[src/rtl/serial_add_ctrl_pkg.sv]
// Shared types and constants for the bit-serial adder/subtractor controller.
package serial_add_ctrl_pkg;

    localparam int unsigned N_DEFAULT = 16;

    typedef enum logic [1:0] {
        ST_IDLE = 2'b00,
        ST_RUN  = 2'b01,
        ST_DONE = 2'b10
    } state_t;

    // Bit-counter width for an n-bit serial operation (at least one bit).
    function automatic int unsigned cnt_w(input int unsigned n);
        return (n < 2) ? 1 : $clog2(n);
    endfunction

endpackage

[src/rtl/serial_add_ctrl_if.sv]
// Start/done handshake and operand/result bus of the serial adder.
interface serial_add_ctrl_if
    import serial_add_ctrl_pkg::*;
#(
    parameter int unsigned N = N_DEFAULT
);
    logic         start;
    logic [N-1:0] A;
    logic [N-1:0] B;
    logic         sub;
    logic         busy;
    logic         done;
    logic [N-1:0] Sum;
    logic         C_out;
    logic         Ofl;
    logic         err;

    modport master (
        output start, A, B, sub,
        input  busy, done, Sum, C_out, Ofl, err
    );

    modport slave (
        input  start, A, B, sub,
        output busy, done, Sum, C_out, Ofl, err
    );
endinterface

[src/rtl/dff.sv]
// Standard register cell: synchronous active-high reset, load enable.
module dff #(
    parameter int unsigned W = 1
) (
    input  logic         clk,
    input  logic         rst,
    input  logic         i_en,
    input  logic [W-1:0] i_d,
    output logic [W-1:0] o_q
);
    // Reset has priority over the load enable
    always_ff @(posedge clk) begin
        if (rst) begin
            o_q <= '0;
        end else if (i_en) begin
            o_q <= i_d;
        end
    end
endmodule

[src/rtl/fullAdder_1b.sv]
// Single-bit full adder cell; o_err is a reserved status bit, always low here.
module fullAdder_1b (
    input  logic i_a,
    input  logic i_b,
    input  logic i_cin,
    output logic o_s,
    output logic o_cout,
    output logic o_err
);
    assign o_s    = i_a ^ i_b ^ i_cin;
    assign o_cout = (i_a & i_b) | (i_a & i_cin) | (i_b & i_cin);
    assign o_err  = 1'b0;
endmodule

[src/rtl/serial_add_ctrl.sv]
// Bit-serial N-bit adder/subtractor: one full adder, LSB first, start/done handshake.
module serial_add_ctrl
    import serial_add_ctrl_pkg::*;
#(
    parameter int unsigned N = N_DEFAULT
) (
    input  logic               clk,
    input  logic               rst,
    serial_add_ctrl_if.slave   bus
);
    localparam int unsigned CNT_W = cnt_w(N);

    state_t           r_state;
    state_t           w_next_state;
    logic             w_load;
    logic             w_step;
    logic             w_last;
    logic             w_dp_en;

    logic [N-1:0]     r_opa;
    logic [N-1:0]     r_opb;
    logic [N-1:0]     r_res;
    logic [N-1:0]     r_sum;
    logic [N-1:0]     w_opa_d;
    logic [N-1:0]     w_opb_d;
    logic [N-1:0]     w_res_d;
    logic [CNT_W-1:0] r_cnt;
    logic [CNT_W-1:0] w_cnt_d;
    logic             r_carry;
    logic             w_carry_d;
    logic             r_cout;
    logic             r_ofl;
    logic             r_busy;
    logic             r_done;
    logic             r_err;
    logic             w_busy_d;
    logic             w_done_d;
    logic             w_err_d;
    logic             w_ofl_d;

    logic             w_fa_s;
    logic             w_fa_cout;
    logic             w_fa_err_unused;

    // State register
    always_ff @(posedge clk) begin
        if (rst) begin
            r_state <= ST_IDLE;
        end else begin
            r_state <= w_next_state;
        end
    end

    // Next-state and datapath control strobes
    always_comb begin
        w_next_state = r_state;
        w_load       = 1'b0;
        w_step       = 1'b0;
        w_last       = 1'b0;
        unique case (r_state)
            ST_IDLE: begin
                if (bus.start) begin
                    w_load       = 1'b1;
                    w_next_state = ST_RUN;
                end
            end
            ST_RUN: begin
                w_step = 1'b1;
                if (r_cnt == CNT_W'(N - 1)) begin
                    w_last       = 1'b1;
                    w_next_state = ST_DONE;
                end
            end
            ST_DONE: begin
                if (bus.start) begin
                    w_load       = 1'b1;
                    w_next_state = ST_RUN;
                end else begin
                    w_next_state = ST_IDLE;
                end
            end
            default: w_next_state = ST_IDLE;
        endcase
    end

    // Datapath next values: capture on load, shift right one bit per step
    always_comb begin
        w_dp_en   = w_load | w_step;
        w_opa_d   = w_load ? bus.A : {1'b0, r_opa[N-1:1]};
        w_opb_d   = w_load ? (bus.sub ? ~bus.B : bus.B) : {1'b0, r_opb[N-1:1]};
        w_carry_d = w_load ? bus.sub : w_fa_cout;
        w_cnt_d   = w_load ? '0 : r_cnt + CNT_W'(1);
        w_res_d   = {w_fa_s, r_res[N-1:1]};
        // r_carry is the carry into the MSB while the last bit is summed
        w_ofl_d   = r_carry ^ w_fa_cout;
        w_busy_d  = (w_next_state == ST_RUN);
        w_done_d  = (w_next_state == ST_DONE);
        w_err_d   = bus.start & (r_state == ST_RUN);
    end

    fullAdder_1b u_fa (
        .i_a    (r_opa[0]),
        .i_b    (r_opb[0]),
        .i_cin  (r_carry),
        .o_s    (w_fa_s),
        .o_cout (w_fa_cout),
        .o_err  (w_fa_err_unused)
    );

    dff #(.W(N))     u_opa   (.clk(clk), .rst(rst), .i_en(w_dp_en), .i_d(w_opa_d),   .o_q(r_opa));
    dff #(.W(N))     u_opb   (.clk(clk), .rst(rst), .i_en(w_dp_en), .i_d(w_opb_d),   .o_q(r_opb));
    dff #(.W(1))     u_carry (.clk(clk), .rst(rst), .i_en(w_dp_en), .i_d(w_carry_d), .o_q(r_carry));
    dff #(.W(CNT_W)) u_cnt   (.clk(clk), .rst(rst), .i_en(w_dp_en), .i_d(w_cnt_d),   .o_q(r_cnt));
    dff #(.W(N))     u_res   (.clk(clk), .rst(rst), .i_en(w_step),  .i_d(w_res_d),   .o_q(r_res));

    // Visible results change only on entry to DONE
    dff #(.W(N))     u_sum   (.clk(clk), .rst(rst), .i_en(w_last),  .i_d(w_res_d),   .o_q(r_sum));
    dff #(.W(1))     u_cout  (.clk(clk), .rst(rst), .i_en(w_last),  .i_d(w_fa_cout), .o_q(r_cout));
    dff #(.W(1))     u_ofl   (.clk(clk), .rst(rst), .i_en(w_last),  .i_d(w_ofl_d),   .o_q(r_ofl));

    dff #(.W(1))     u_busy  (.clk(clk), .rst(rst), .i_en(1'b1),    .i_d(w_busy_d),  .o_q(r_busy));
    dff #(.W(1))     u_done  (.clk(clk), .rst(rst), .i_en(1'b1),    .i_d(w_done_d),  .o_q(r_done));
    dff #(.W(1))     u_err   (.clk(clk), .rst(rst), .i_en(1'b1),    .i_d(w_err_d),   .o_q(r_err));

    assign bus.busy  = r_busy;
    assign bus.done  = r_done;
    assign bus.err   = r_err;
    assign bus.Sum   = r_sum;
    assign bus.C_out = r_cout;
    assign bus.Ofl   = r_ofl;

endmodule

[src/flat_wrapper.sv]
// flat-port wrapper written by rule: the top's interface ports become plain ports
module serial_add_ctrl_flat import serial_add_ctrl_pkg::*;
#(
    parameter int unsigned N = N_DEFAULT
)
  (clk, rst, bus_start, bus_A, bus_B, bus_sub, bus_busy, bus_done, bus_Sum, bus_C_out, bus_Ofl, bus_err);
  serial_add_ctrl_if #(.N(N)) bus_i ();
  input  logic clk;
  input  logic rst;
  input wire logic [$bits(bus_i.start)-1:0] bus_start;
  input wire logic [$bits(bus_i.A)-1:0] bus_A;
  input wire logic [$bits(bus_i.B)-1:0] bus_B;
  input wire logic [$bits(bus_i.sub)-1:0] bus_sub;
  output wire logic [$bits(bus_i.busy)-1:0] bus_busy;
  output wire logic [$bits(bus_i.done)-1:0] bus_done;
  output wire logic [$bits(bus_i.Sum)-1:0] bus_Sum;
  output wire logic [$bits(bus_i.C_out)-1:0] bus_C_out;
  output wire logic [$bits(bus_i.Ofl)-1:0] bus_Ofl;
  output wire logic [$bits(bus_i.err)-1:0] bus_err;
  assign bus_i.start = bus_start;
  assign bus_i.A = bus_A;
  assign bus_i.B = bus_B;
  assign bus_i.sub = bus_sub;
  assign bus_busy = bus_i.busy;
  assign bus_done = bus_i.done;
  assign bus_Sum = bus_i.Sum;
  assign bus_C_out = bus_i.C_out;
  assign bus_Ofl = bus_i.Ofl;
  assign bus_err = bus_i.err;
  serial_add_ctrl #(.N(N)) u_core (.clk(clk), .rst(rst), .bus(bus_i));
endmodule
[config.mk]
export PLATFORM = sky130hd
export DESIGN_NAME = serial_add_ctrl_flat
export DESIGN_NICKNAME = d
export VERILOG_FILES = /design/src/rtl/serial_add_ctrl_pkg.sv /design/src/rtl/serial_add_ctrl_if.sv /design/src/rtl/dff.sv /design/src/rtl/fullAdder_1b.sv /design/src/rtl/serial_add_ctrl.sv /design/src/flat_wrapper.sv
export SDC_FILE = /design/constraint.sdc
export NUM_CORES = 1
export LEC_CHECK = 0
export ABC_AREA = 1
export ABC_CLOCK_PERIOD_IN_PS = 1740
export CAP_MARGIN = 0
export CORE_AREA = 2 2 83 85
export DETAILED_ROUTE_END_ITERATION = 6
export DIE_AREA = 0 0 85 87
export PLACE_DENSITY = 0.73
export SLEW_MARGIN = 10
export SYNTH_ARGS = -nofsm -noshare
export SYNTH_HDL_FRONTEND = slang
export SYNTH_SLANG_ARGS = --single-unit
[constraint.sdc]
create_clock -name clk -period 1.74 [get_ports clk]
set_input_delay 0.522 -clock clk [delete_from_list [all_inputs] [get_ports clk]]
set_output_delay 0.522 -clock clk [all_outputs]
set_load 0.05 [all_outputs]
; ---- Word-level counts from Yosys, hierarchy flattened
; Index checks and enable logic that the tools add are counted.
; W data, S select, Z words.
[totals]
out_inout_bits = 21
regBits = 76
elab_cells = 45
[op_classes]
reduce_logical = 2
n_addsub = 1
n_bitwise = 11
mux = 14
eq_ne = 5
[op_table]
columns = op, n
row1 = $mux W16, 3
row2 = $not A16 Y16, 1
row3 = $mux W1, 7
row4 = $pmux W2 S3, 1
row5 = $add A4 B1 Y4 const B, 1
row6 = $and A1 B1 Y1, 4
row7 = $eq A2 B1 Y1 const B, 2
row8 = $eq A2 B2 Y1 const B, 2
row9 = $eq A4 B4 Y1 const B, 1
row10 = $mux W2, 2
row11 = $mux W4, 1
row12 = $or A1 B1 Y1, 3
row13 = $xor A1 B1 Y1, 3
row14 = $logic_not A2 Y1, 1
row15 = $reduce_or A2 Y1, 1

; ---- Depth between registers and ports, before layout
; Gate-level depths: netlist of run 1.
[logic_depth]
word_depth = 4
ltp_mapped = 8
ltp_nobuf = 7

; ---- Cells and area by module
; From an unflattened synthesis of run 1, not the netlist that was laid out.
[unflattened]
hier_cells = 630
hier_area_um2 = 3936.3
[modules_own_cells]
columns = mod, cells_each, n_inst, area_each_um2, seq_area_each_um2
row1 = dff (u_core.u_opa ...), 101, 4, 670.6, 320.3
row2 = serial_add_ctrl, 155, 1, 779.5, 40.0
row3 = dff (u_core.u_busy ...), 7, 6, 45.0, 20.0
row4 = dff (u_core.u_cnt), 26, 1, 172.7, 80.1
row5 = fullAdder_1b, 3, 1, 31.3, 0.0

; ---- Worst setup path after synthesis of run 1
; No wires, ideal clock.
[synth_path]
path_kind = input to register
from = input bus_sub
to = register u_core.u_opb.o_q[10]
t_arrival_ps = 1253
path_stages = 7
path_slack_ps = 416
setup_time_ps = 70
required_time_ps = 1670
path_cell_list = buf_2 > inv_1 > buf_2 > nand2_1 > nand3_1 > nand2_1 > a21oi_1
[synth_between]
elab_chain_cells = 2
[synth_rtl]
columns = element, line
row1 = start: declaration, flat_wrapper.sv:13  ; input wire logic [$bits(bus_i.sub)-1:0] bus_sub;
row2 = $mux W16 (2 in a row), serial_add_ctrl.sv:90  ; w_opb_d = w_load ? (bus.sub ? ~bus.B : bus.B) : {1'b0, r_opb[N-1:1]};
row3 = end signal: assignment, dff.sv:16  ; o_q <= i_d;
row4 = end: declaration, dff.sv:9  ; output logic [W-1:0] o_q
; No other way between the ends.
; A chain may end at the register's enable or synchronous reset.

; ---- Final worst setup path of run 1
[layout_path]
from = register u_core.r_state[1]
to = register u_core.u_res.o_q[6]
[layout_between]
elab_chain_cells = 2
[layout_rtl]
columns = element, line
row1 = start: declaration, serial_add_ctrl.sv:13  ; state_t r_state;
row2 = start signal: assignment, serial_add_ctrl.sv:50  ; r_state <= w_next_state;
row3 = $eq A2 B1 Y1, serial_add_ctrl.sv:60  ; unique case (r_state)
row4 = $mux W1, serial_add_ctrl.sv:60
row5 = end signal: assignment, dff.sv:16
row6 = end: declaration, dff.sv:9
; No other way between the ends.

==> results of run 1 <==
worst max-delay path, stage by stage (launching register included):
cell	delay, ns
dfxtp_1	0.59
inv_2	0.10
nand2_4	0.16
inv_1	0.16
buf_4	0.22
nor2_1	0.13
nor2_1	0.07
placed cells by master (no fill, tap or decap), types with 2 or more instances in the layout:
cell type / instances
nand3_1: 66
nor2_1: 59
dfxtp_1: 75
o21ai_0: 19
nand2_1: 108
inv_1: 26
buf_4: 14
clkbuf_8: 10
nand2_4: 3
nor3_2: 4
o21ai_1: 14
nor2_4: 2
clkdlybuf4s50_1: 35
bufinv_16: 4
nor3_1: 19
inv_2: 7
a21oi_1: 26
buf_12: 26
layout make-up:
class | instances | area share (%)
sequential | 75 | 33.5
clock inverter | 6 | 3.04
timing repair buffer | 75 | 21.7
inverter | 33 | 2.76
multi-input combinational | 327 | 33.7
clock buffer | 10 | 3.07
tap | 80 | 2.23
final timing paths:
path | endpoint | cells after the start
worst min register to register | u_core.u_sum.o_q[12] | 2
worst max register to register | u_core.u_res.o_q[6] | 6
worst max-delay path | u_core.u_res.o_q[6] | 6
worst min-delay path | u_core.u_sum.o_q[12] | 2
per-stage QoR:
step	worst slack, ns	area, µm²
floorplan	0.416	3290
global placement	-0.00650	4210
detailed placement	-0.0552	4210
CTS	0.155	4490
global route	0.0431	4490
finish	0.178	4490
metal layers:
metal / global-route usage [%] / vias up / wire (µm)
met5: 0 / - / 0
met4: 8.80 / 0 / 129
met2: 37.9 / 75 / 3670
met1: 23.2 / 1366 / 3160
met3: 4.93 / 12 / 324
li1: - / 1611 / -
kinds of logic after synthesis:
logic type                 after synthesis  synth area share, %
AOI/OAI and AO/OA                       60                 9.20
xor gates and xnor gates                 1                0.266
adders and majority gates                2                0.989
buffers and inverters                   62                 8.40
DFF                                     75                 45.6
and+or+nand+nor                        264                 35.5
state kept, by name, indices dropped and copies added (netlist names):
register	cells
u_core.r_state	2
u_core.u_busy.o_q	1
u_core.u_carry.o_q	1
u_core.u_cnt.o_q	4
u_core.u_cout.o_q	1
u_core.u_done.o_q	1
u_core.u_err.o_q	1
u_core.u_ofl.o_q	1
u_core.u_opa.o_q	16
u_core.u_opb.o_q	16
u_core.u_res.o_q	15
u_core.u_sum.o_q	16
power by group:
part           leakage, nW  switching (mW)  internal (mW)  total (mW)
registers            0.615          0.0699           1.83        1.90
logic                 1.24           0.318          0.285       0.603
clock network        0.133           0.657           1.14        1.80
total                 1.99            1.05           3.25        4.30
==> impl_metrics.env, run 1 <==
export IMPL_dieHeight_um=87
export IMPL_drc=0
export IMPL_setup_worst_path_class="reg2reg"
export IMPL_number_of_antenna_violations_at_the_first_check_in_global_routing=0
export IMPL_holdCritStartpoint="u_core.u_res.o_q[13]"
export IMPL_worstMarginPinSlew_ns=0.436
export IMPL_synth_warnings=0
export IMPL_status="completed"
export IMPL_drv_cap=0
export IMPL_yosys_cell_count_top_type="nand2_1"
export IMPL_via_per_inst=5.06
export IMPL_post_route_worst_hold_slack_ns=0.460
export IMPL_leakage_nw=1.99
export IMPL_syn_area_per_cell_um2=7.09
export IMPL_cts_hold_fix_buffers=0
export IMPL_die_area_um2=7400
export IMPL_final_net_count=559
export IMPL_cp_end_kind="flop"
export IMPL_path_max_fanout=15
export IMPL_die_width_um=85
export IMPL_core_um2=6570
export IMPL_clk_transition_reported_paths_ns=0.08
export IMPL_finalSetupTns_ns=0
export IMPL_cts_repair_resized=0
export IMPL_drv_slew=0
export IMPL_number_of_enable_type_register_cells_in_the_synthesized_netlist=0
export IMPL_fin_crit_period_ns=1.56
export IMPL_setup_viol=0
export IMPL_cp_data_required_time_ns=1.98
export IMPL_globalplace_congestion=0.803
export IMPL_multi_input_comb_area_um2=1510
export IMPL_grt_first_pass_wirelength_um=12300
export IMPL_wire_per_inst_um=12.0
export IMPL_r2r_start="u_core.r_state[1]"
export IMPL_vias=3064
export IMPL_setup_reg_to_reg_worst_slack_ns=0.18
export IMPL_numClockSinks=75
export IMPL_inserted_clock_buffers=9
export IMPL_finalCritPeriodShare_pct=89.8
export IMPL_number_of_buffers_between_clock_root_and_the_deepest_sink=2
export IMPL_synthTopCellsByArea="dfxtp_1 46%, nand2_1 12%, nand3_1 10%, nor2_1 6.7%, a21oi_1 4.0%"
export IMPL_yosys_most_used_dff="dfxtp_1"
export IMPL_fillers=522
export IMPL_finalHoldViolCount=0
export IMPL_vdd_ir_drop_worst_mv=0.762
export IMPL_number_of_post_cts_setup_repair_buffers=0
export IMPL_initial_utilization_pct=50.1
export IMPL_totalPowerFinal_mw=4.30
export IMPL_max_freq_ghz=0.640
export IMPL_powerDensity_nw_per_um2=957
export IMPL_grt_max_degree=32
export IMPL_place_detailed_hpwl_um=4960
export IMPL_slew_limit_headroom_pct=70.9
export IMPL_instances_no_fill=606
export IMPL_insertion_delay_ns=0.35
export IMPL_areaGrowthSynthToFinish_pct=36.4
export IMPL_synth_cell_type_count=25
export IMPL_fin_skew_ns=0.00684
export IMPL_io_pins=57
export IMPL_syn_area_um2=3290
export IMPL_synth_sequential_area_ratio_pct=45.6
export IMPL_root_buffer="clkbuf_8"
export IMPL_hold_class="reg2reg"
export IMPL_layout_area_seq_um2=1500
export IMPL_ys_top_cells_by_count="108 x nand2_1, 75 x dfxtp_1, 66 x nand3_1, 59 x nor2_1"
export IMPL_synth_ff_latch_count=75
export IMPL_number_of_input_and_output_port_buffers_inserted=56
export IMPL_final_core_utilization_pct=68.3
export IMPL_globalRouteOverflowTotal=0
export IMPL_first_iter_violations=88
export IMPL_synth_async_sr_flop_share_pct=0
export IMPL_dr_pass1_iters=4
export IMPL_fp_row_count=30
export IMPL_clock_tree_from_tritoncts="done"
export IMPL_yosys_area_top_type_share_pct=45.6
export IMPL_dp_cells=590
export IMPL_globalRouteTotalUtil_pct=20.8
export IMPL_syn_inst=464
export IMPL_antenna_diode_count=0
export IMPL_grt_setup_unrepaired="false"
export IMPL_final_layout_size_suffix_gt1_share_pct=14.1
export IMPL_timing_critical_path_from="u_core.r_state[1]"
export IMPL_number_of_antenna_violating_nets_in_the_routed_design=0
export IMPL_drt_total_wl_um=7290
export IMPL_cp_start_kind="flop"
export IMPL_postSynthNetCount=502
export IMPL_htree_num_levels=3
export IMPL_worst_ep_arrival_time_ns=1.80
export IMPL_synth_top_area_cell="dfxtp_1"
export IMPL_first_global_vias=2869
No activity file was read; power rests on OpenSTA's default activity.
==> inputs of run 2 (changes only) <==
Settings changed: RECOVER_POWER set to 100.
==> run 2 against run 1 <==
Effect of this change: clock-buffer cell count did not move; non-clock buffer count stayed put; first-iteration DRC count is 2.3% lower; final area shrank 7.3%; critical path type is now in2reg; largest power group unchanged.
==> impl_metrics.env, run 2 (synthesized netlist as in run 1, its figures left out) <==
export IMPL_status="completed"
export IMPL_clk_transition_reported_paths_ns=0.08
export IMPL_path_max_fanout=5
export IMPL_number_of_antenna_violating_nets_in_the_routed_design=0
export IMPL_max_freq_ghz=0.616
export IMPL_finalHoldViolCount=0
export IMPL_cp_data_required_time_ns=1.99
export IMPL_leakage_nw=1.92
export IMPL_post_route_worst_hold_slack_ns=0.459
export IMPL_final_area_um2=4160
export IMPL_grt_first_pass_wirelength_um=12300
export IMPL_globalRouteTotalUtil_pct=20.8
export IMPL_final_net_count=559
export IMPL_detailed_place_area_um2=4210
export IMPL_timing_critical_path_from="bus_start"
export IMPL_die_area_um2=7400
export IMPL_inserted_clock_buffers=9
export IMPL_finalCritPeriodShare_pct=93.3
export IMPL_io_pins=57
export IMPL_wire_per_inst_um=12.1
export IMPL_slew_limit_headroom_pct=66.6
export IMPL_setup_reg_to_reg_worst_slack_ns=0.17
export IMPL_fillers=573
export IMPL_route_met2_wl_um=3680
export IMPL_dieHeight_um=87
export IMPL_dr_pass1_iters=4
export IMPL_insertion_delay_ns=0.35
export IMPL_number_of_input_and_output_port_buffers_inserted=56
export IMPL_vias=3074
export IMPL_r2r_start="u_core.r_state[1]"
export IMPL_globalRouteOverflowTotal=0
export IMPL_cts_repair_resized=0
export IMPL_grt_max_degree=32
export IMPL_fp_row_count=30
export IMPL_final_layout_size_suffix_gt1_share_pct=12.5
export IMPL_die_width_um=85
export IMPL_via_per_inst=5.07
export IMPL_drv_slew=0
export IMPL_core_um2=6570
export IMPL_powerDensity_nw_per_um2=1030
export IMPL_number_of_post_cts_setup_repair_buffers=0
export IMPL_grt_setup_unrepaired="false"
export IMPL_cp_start_kind="input port"
export IMPL_fin_skew_ns=0.00707
export IMPL_drt_total_wl_um=7360
export IMPL_number_of_antenna_violations_at_the_first_check_in_global_routing=0
export IMPL_fin_crit_period_ns=1.62
export IMPL_most_common_layout_cells="110 x nand2_1, 75 x dfxtp_1, 66 x nand3_1"
export IMPL_cts_hold_fix_buffers=0
export IMPL_layout_cells_most_common="nand2_1"
export IMPL_detail_route_wirelength_met1_um=3220
export IMPL_vdd_ir_drop_worst_mv=0.757
export IMPL_drc=0
export IMPL_initial_utilization_pct=50.1
export IMPL_top_layer_used="met4"
export IMPL_numClockSinks=75
export IMPL_root_buffer="clkbuf_8"
export IMPL_htree_num_levels=3
export IMPL_hold_class="reg2reg"
export IMPL_setup_worst_path_class="in2reg"
export IMPL_dr_wl_met3_um=334
export IMPL_first_iter_violations=86
export IMPL_worst_ep_arrival_time_ns=1.87
export IMPL_worstMarginPinSlew_ns=0.500
export IMPL_antenna_diode_count=0
export IMPL_clock_tree_from_tritoncts="done"
export IMPL_first_global_vias=2869
export IMPL_number_of_buffers_between_clock_root_and_the_deepest_sink=2
export IMPL_globalplace_congestion=0.803
export IMPL_areaGrowthSynthToFinish_pct=26.4
export IMPL_drv_cap=0
export IMPL_holdCritStartpoint="u_core.u_res.o_q[13]"
export IMPL_largest_registers="u_core.u_opa.o_q (16), u_core.u_opb.o_q (16), u_core.u_sum.o_q (16)"
export IMPL_cp_end_kind="flop"
export IMPL_place_detailed_hpwl_um=4960
export IMPL_setup_viol=0
-- run 2: cell types whose count changed in the layout (fill, tap and decap cells not counted), moves of 2 or more --
cell / previous run / this run
nand2_1: 108 / 110
clkbuf_1: 0 / 3
buf_4: 14 / 9
buf_12: 26 / 6
clkbuf_2: 0 / 20
-- run 2: final timing paths --
| kind | end | cells past startpoint |
|---|---|---|
| setup / recovery | u_core.u_opa.o_q[2] | 6 |
| hold / removal | u_core.u_sum.o_q[12] | 2 |
| setup reg to reg | u_core.u_res.o_q[6] | 6 |
| hold reg to reg | u_core.u_sum.o_q[12] | 2 |
-- run 2: cell type report --
type	count	area (µm²)	share of cell area, %
flip-flops and latches	75	1500	36.1
multi-input cells	327	1490	35.8
repair buffers	75	669	16.1
clock buffers	10	138	3.31
clock inverters	6	136	3.28
inverters	33	124	2.98
well taps	80	100	2.41
-- run 2: report_power, final --
group | total (mW) | switching, mW | leakage (nW) | internal (mW)
Clock | 1.79 | 0.655 | 0.133 | 1.14
Combinational | 0.582 | 0.314 | 1.17 | 0.267
Sequential | 1.89 | 0.0680 | 0.615 | 1.83
Total | 4.27 | 1.04 | 1.92 | 3.23
-- run 2: per-stage QoR --
step | worst slack [ns] | setup TNS, ns | power, mW | util (%) | instances
floorplan | 0.416 | 0 | 2.30 | - | 464
global placement | -0.00650 | -0.0187 | 2.52 | 64.2 | 590
detailed placement | -0.0552 | -0.516 | 2.54 | 64.2 | 590
CTS | 0.155 | 0 | 4.32 | 68.3 | 606
global route | 0.0403 | 0 | 4.45 | 63.3 | 606
finish | 0.117 | 0 | 4.27 | 63.3 | 606
-- run 2: critical path, cell delays in order --
cell	delay, ns
dlygate4sd3_1	0.60
nand2_1	0.27
nand2_4	0.12
clkbuf_1	0.14
o21ai_0	0.14
nor2_1	0.06
-- run 2: metal layers --
metal / global-route usage, % / vias up
met3: 4.93 / 12
met5: 0 / -
met1: 23.2 / 1385
met4: 8.80 / 0
li1: - / 1614
met2: 37.9 / 63
==> inputs of run 3 (changes only) <==
Settings changed: CTS_CLUSTER_SIZE set to 14.
==> results of run 3 <==
No change in the layout: final DEF, timing and power equal those of run 2.
